**src/rtl/mem_port_arbiter.sv**
```systemverilog
// Two-port round-robin arbiter that multiplexes NREQ requesters onto a dual-port SRAM.
// Read responses are routed back to the originating requester one cycle after the grant.
module mem_port_arbiter #(
    parameter int NREQ = 4,
    parameter int AW   = 4,
    parameter int DW   = 16
) (
    input  logic                 CLK,
    input  logic                 RSTN,
    input  logic [NREQ-1:0]      REQ_VALID,
    output logic [NREQ-1:0]      REQ_READY,
    input  logic [NREQ-1:0]      REQ_WE,
    input  logic [NREQ*AW-1:0]   REQ_ADDR,
    input  logic [NREQ*DW-1:0]   REQ_D,
    input  logic [NREQ*DW-1:0]   REQ_WEM,
    output logic [NREQ-1:0]      RSP_VALID,
    output logic [NREQ*DW-1:0]   RSP_Q,
    output logic [AW-1:0]        A0,
    output logic [AW-1:0]        A1,
    output logic [DW-1:0]        D0,
    output logic [DW-1:0]        D1,
    output logic [DW-1:0]        WEM0,
    output logic [DW-1:0]        WEM1,
    output logic                 WE0,
    output logic                 WE1,
    output logic                 CE0,
    output logic                 CE1,
    input  logic [DW-1:0]        Q0,
    input  logic [DW-1:0]        Q1
);
    localparam int PW = $clog2(NREQ);

    logic [PW-1:0] ptr;
    logic [PW-1:0] cand;
    logic [PW-1:0] id0, id1;
    logic          gnt0, gnt1;
    logic          vld0_p1, vld1_p1;
    logic [PW-1:0] id0_p1, id1_p1;

    // Modular increment that also wraps correctly when NREQ is not a power of two.
    function automatic logic [PW-1:0] wrap_add(input logic [PW-1:0] base, input int k);
        int s;
        s = int'(base) + k;
        if (s >= NREQ) s = s - NREQ;
        return PW'(s);
    endfunction

    // Stage p0: scan from ptr, first valid takes port 0, next non-conflicting valid takes port 1.
    always_comb begin
        gnt0 = 1'b0;
        gnt1 = 1'b0;
        id0  = '0;
        id1  = '0;
        cand = '0;
        for (int k = 0; k < NREQ; k++) begin
            cand = wrap_add(ptr, k);
            if (RSTN && REQ_VALID[cand]) begin
                if (!gnt0) begin
                    gnt0 = 1'b1;
                    id0  = cand;
                end else if (!gnt1 &&
                             !((REQ_ADDR[int'(cand)*AW +: AW] == REQ_ADDR[int'(id0)*AW +: AW]) &&
                               (REQ_WE[cand] || REQ_WE[id0]))) begin
                    gnt1 = 1'b1;
                    id1  = cand;
                end
            end
        end
    end

    always_comb begin
        REQ_READY = '0;
        if (gnt0) REQ_READY[id0] = 1'b1;
        if (gnt1) REQ_READY[id1] = 1'b1;
    end

    always_comb begin
        CE0  = gnt0;
        WE0  = gnt0 && REQ_WE[id0];
        A0   = gnt0 ? REQ_ADDR[int'(id0)*AW +: AW] : '0;
        D0   = gnt0 ? REQ_D[int'(id0)*DW +: DW]    : '0;
        WEM0 = gnt0 ? REQ_WEM[int'(id0)*DW +: DW]  : '0;
        CE1  = gnt1;
        WE1  = gnt1 && REQ_WE[id1];
        A1   = gnt1 ? REQ_ADDR[int'(id1)*AW +: AW] : '0;
        D1   = gnt1 ? REQ_D[int'(id1)*DW +: DW]    : '0;
        WEM1 = gnt1 ? REQ_WEM[int'(id1)*DW +: DW]  : '0;
    end

    // Stage p0 -> p1: pointer advance and per-port read tags.
    always_ff @(posedge CLK or negedge RSTN) begin
        if (!RSTN) begin
            ptr     <= '0;
            vld0_p1 <= 1'b0;
            vld1_p1 <= 1'b0;
            id0_p1  <= '0;
            id1_p1  <= '0;
        end else begin
            if (gnt0) ptr <= wrap_add(gnt1 ? id1 : id0, 1);
            vld0_p1 <= gnt0 && !REQ_WE[id0];
            vld1_p1 <= gnt1 && !REQ_WE[id1];
            id0_p1  <= id0;
            id1_p1  <= id1;
        end
    end

    // Stage p1: steer SRAM read data to the tagged requester; both tags never share an id.
    always_comb begin
        RSP_VALID = '0;
        RSP_Q     = '0;
        if (vld0_p1) begin
            RSP_VALID[id0_p1]              = 1'b1;
            RSP_Q[int'(id0_p1)*DW +: DW]   = Q0;
        end
        if (vld1_p1) begin
            RSP_VALID[id1_p1]              = 1'b1;
            RSP_Q[int'(id1_p1)*DW +: DW]   = Q1;
        end
    end
endmodule

```
**config.mk**
```make
export PLATFORM = sky130hd
export DESIGN_NAME = mem_port_arbiter
export DESIGN_NICKNAME = d
export VERILOG_FILES = /design/src/rtl/mem_port_arbiter.sv
export SDC_FILE = /design/constraint.sdc
export NUM_CORES = 1
export LEC_CHECK = 0
export ABC_AREA = 0
export CAP_MARGIN = 20
export CORE_AREA = 2 2 129 131
export DETAILED_ROUTE_END_ITERATION = 7
export DIE_AREA = 0 0 131 133
export GPL_TIMING_DRIVEN = 0
export PLACE_DENSITY_LB_ADDON = 0.2
export SYNTH_ARGS = -nofsm -noshare
export SYNTH_HDL_FRONTEND = slang
export SYNTH_SLANG_ARGS = --single-unit
```
**constraint.sdc**
```tcl
create_clock -name CLK -period 12.2 [get_ports CLK]
set_clock_uncertainty 0.1 [all_clocks]
set_input_delay 3.66 -clock CLK [delete_from_list [all_inputs] [get_ports CLK]]
set_output_delay 3.66 -clock CLK [all_outputs]
set_load 0.01 [all_outputs]
```
==> qor.yml <==
pwr:
  powerDensity_nw_per_um2: 203
  p_leak_nw: 3.98
  p_sw_frac: 0.515
  comb_power_share: 0.941
  p_clk_frac: 0.029
  intPower_mw: 0.930
  power.switching_mw: 0.988
  fin_total_pwr_mw: 1.92
  peakVddDrop_mv: 0.133
  seq_power_share: 0.030
timing:
  worstMarginPinSlew_ps: 963
  fmax_mhz: 83.1
  hold_slack_ps: 1200
  maxSlewViolCount: 0
  final_hold_viol_count: 0
  setup_violations: 0
  finalCritPeriodShare: 0.987
  worst_slack_ps: 159
  relSlewSlack: 0.354
  rsz0062_at_grt: "true"
  finalCriticalPeriod_ps: 12040
  timing.setup.tns_ps: 0
clocking:
  h-tree-depth: 1
  cts_tree: "done"
  numCtsBuffers: 3
  clk_pin_slew_ps: 40
  cts_root_buf: "clkbuf_16"
  clkLatencyLatePin_ps: 240
  hold_buffers: 0
  clkSinkCount: 8
  ctsLongestPathBuffers: 2
run:
  drv_cap: 0
worst_hold_path:
  hp-class: "register to register"
setup_path:
  arrival_ps: 8280
  cp_max_fo: 10
  required_ps: 8440
  r2r_start: "ptr[0]"
  cp-start-kind: "primary input"
  setup.worst_path.start: "REQ_VALID[2]"
  critPathCapture: "WEM1[10]"
  crit_type: "primary input to output port"
  r2r_cells: 21
  regToRegEndpoint: "vld1_p1"
  end_kind: "output port"
  reg2reg_slack_ps: 7020
placed_design:
  dp_hpwl_mm: 20.6
  gp_routability_congestion: 0.906
  place_area_sq_um: 9030
  dp.cells: 1220
  post-place-ws_ps: -1080
  numPortBuffers: 332
layout:
  area_delta_synth_final_pct: 74.0
  num-nets-final: 1216
  final_cells: 1233
  layout_common_cells: "clkdlybuf4s50_1, mux2i_1, a211oi_1, a22o_1, nor2b_1"
  final_common_cell: "clkdlybuf4s50_1"
  layout-drive-gt1-share: 0.0988
  utilization: 0.583
  design_area_sq_um: 9430
die:
  dieArea_sq_um: 17400
  core_area_sq_um: 16200
  ioPinCount: 334
  die_x_um: 131
  num_rows: 47
  die_h_um: 133
  initial_core_util: 0.335
logic_synthesis:
  synthArstFlopShare: 1.00
  ys_seq_elements: 8
  syn_avg_cell_area_sq_um: 8.14
  syn-cell-area_sq_um: 5420
  yosys-top-cells-area: "mux2i_1, a211oi_1, a22o_1"
  yosys.area.top_type: "mux2i_1"
  synth-edff-count: 0
  netlist-cell-type-count: 77
  synth_seq_area_share: 0.0369
  synth_nets: 868
  syn_inst: 666
  yosys_most_used_dff: "dfrtp_1"
  yosys.area.top_type_share: 0.214
  yosys_warnings: 0
global_route:
  overflow: 0
  antenna_found_initial: 2
  grt_pass1_vias: 6917
  grt_pass1_wl_mm: 39.4
  grt_max_degree: 11
  grt_usage: 0.284
detailed_routing:
  postRouteAntennaNets: 0
  drt_pass1_iterations: 5
  drc: 0
  wl_per_cell_um: 21.2
  drt_iter0_markers: 566
  num_vias: 7201
  drt-total-wl_mm: 26.1
  avgViaCountPerCell: 5.84
outcome:
  outcome: "completed"
flip-flops by register name (all words and copies together) (netlist names):
register	flops
vld1_p1	1
id1_p1	2
ptr	2
id0_p1	2
vld0_p1	1
cells in the mapped netlist, drive strengths merged, types with 3 or more instances:
| master | number |
|---|---|
| mux2i | 117 |
| a211oi | 81 |
| a22o | 68 |
| clkbuf | 39 |
| nor2b | 39 |
| o22ai | 36 |
| inv | 27 |
| nand2 | 27 |
| buf | 24 |
| nor2 | 19 |
| a21oi | 17 |
| o211ai | 17 |
| ha | 16 |
| mux4 | 16 |
| o21ai | 13 |
| dfrtp | 8 |
| and2 | 7 |
| mux2 | 6 |
| nand2b | 6 |
| nand3 | 6 |
| xor2 | 5 |
| and3 | 4 |
| nand3b | 4 |
| nor3 | 4 |
| o21a | 4 |
| a211o | 3 |
| a21boi | 3 |
| nand4b | 3 |
| o2111ai | 3 |
| o221a | 3 |
| o221ai | 3 |
| or3 | 3 |
| xnor2 | 3 |
critical path, stage by stage:
cell and delay (ps):
clkdlybuf4s50_1 440, buf_6 160, mux2i_4 140, mux2i_1 90
nand2_1 130, inv_2 70, ha_2 210, clkbuf_8 180
a2111oi_2 360, nor3_1 90, or4b_4 520, o31ai_4 270
o221a_4 260, a21bo_4 140, o2111ai_1 160, a22o_4 310
clkinv_8 110, buf_8 170, mux2i_1 80, o22ai_1 140
clkdlybuf4s50_1 570
repair_timing:
| action | 4_1_cts | 5_1_grt |
|---|---|---|
| cloned | 0 | 0 |
| endpoints found under the setup margin | 78 | 71 |
| gates resized for setup | 34 | 54 |
| setup buffers | 5 | 4 |
| endpoints found under the hold margin | 0 | 0 |
| pin swaps | 2 | 5 |
per-layer routing:
layer	share of wire	global-route usage	vias to the layer above
met5	0.00050	0	-
met4	0.023	0.0757	2
met3	0.087	0.0590	42
met2	0.50	0.495	354
met1	0.39	0.353	3429
li1	-	-	3374
cell families (layout without fill, tap and decap cells):
logic type	after synthesis	count (layout)	share of synthesized area
compound gates	270	270	0.396
mux	139	139	0.296
flops	8	8	0.0369
buf+inv	90	436	0.0785
simple gates	134	134	0.141
xor+xnor	8	8	0.0129
other cells	0	1	0
fa+ha+maj	17	17	0.0388
worst min-delay path by stage:
stage | startpoint | end | slack [ps] | cells past startpoint
after floorplan | ptr[1] | ptr[1] | 790 | 3
after global placement | ptr[1] | ptr[1] | 1140 | 3
after detailed placement | ptr[1] | ptr[1] | 1100 | 3
after CTS | ptr[1] | ptr[1] | 1110 | 3
after global routing | ptr[1] | ptr[1] | 1190 | 3
final | ptr[1] | ptr[1] | 1200 | 3
layout make-up:
type	count	area [sq um]
diodes	1	2.50
plain buffers	63	407
clock buffers	3	75.1
fillers	1548	6740
inverters	27	116
multi-input cells	568	4870
flip-flops and latches	8	200
well taps	220	275
repair buffers	343	3480
power groups by stage:
stage | Sequential [mW] | Clock, mW | Combinational [mW]
floorplan | 0.0505 | 0 | 1.07
global placement | 0.0562 | 0 | 1.71
detailed placement | 0.0562 | 0 | 1.72
CTS | 0.0560 | 0.0562 | 1.78
global route | 0.0589 | 0.0571 | 1.92
finish | 0.0568 | 0.0556 | 1.81
(Power assumes the default switching activity.)
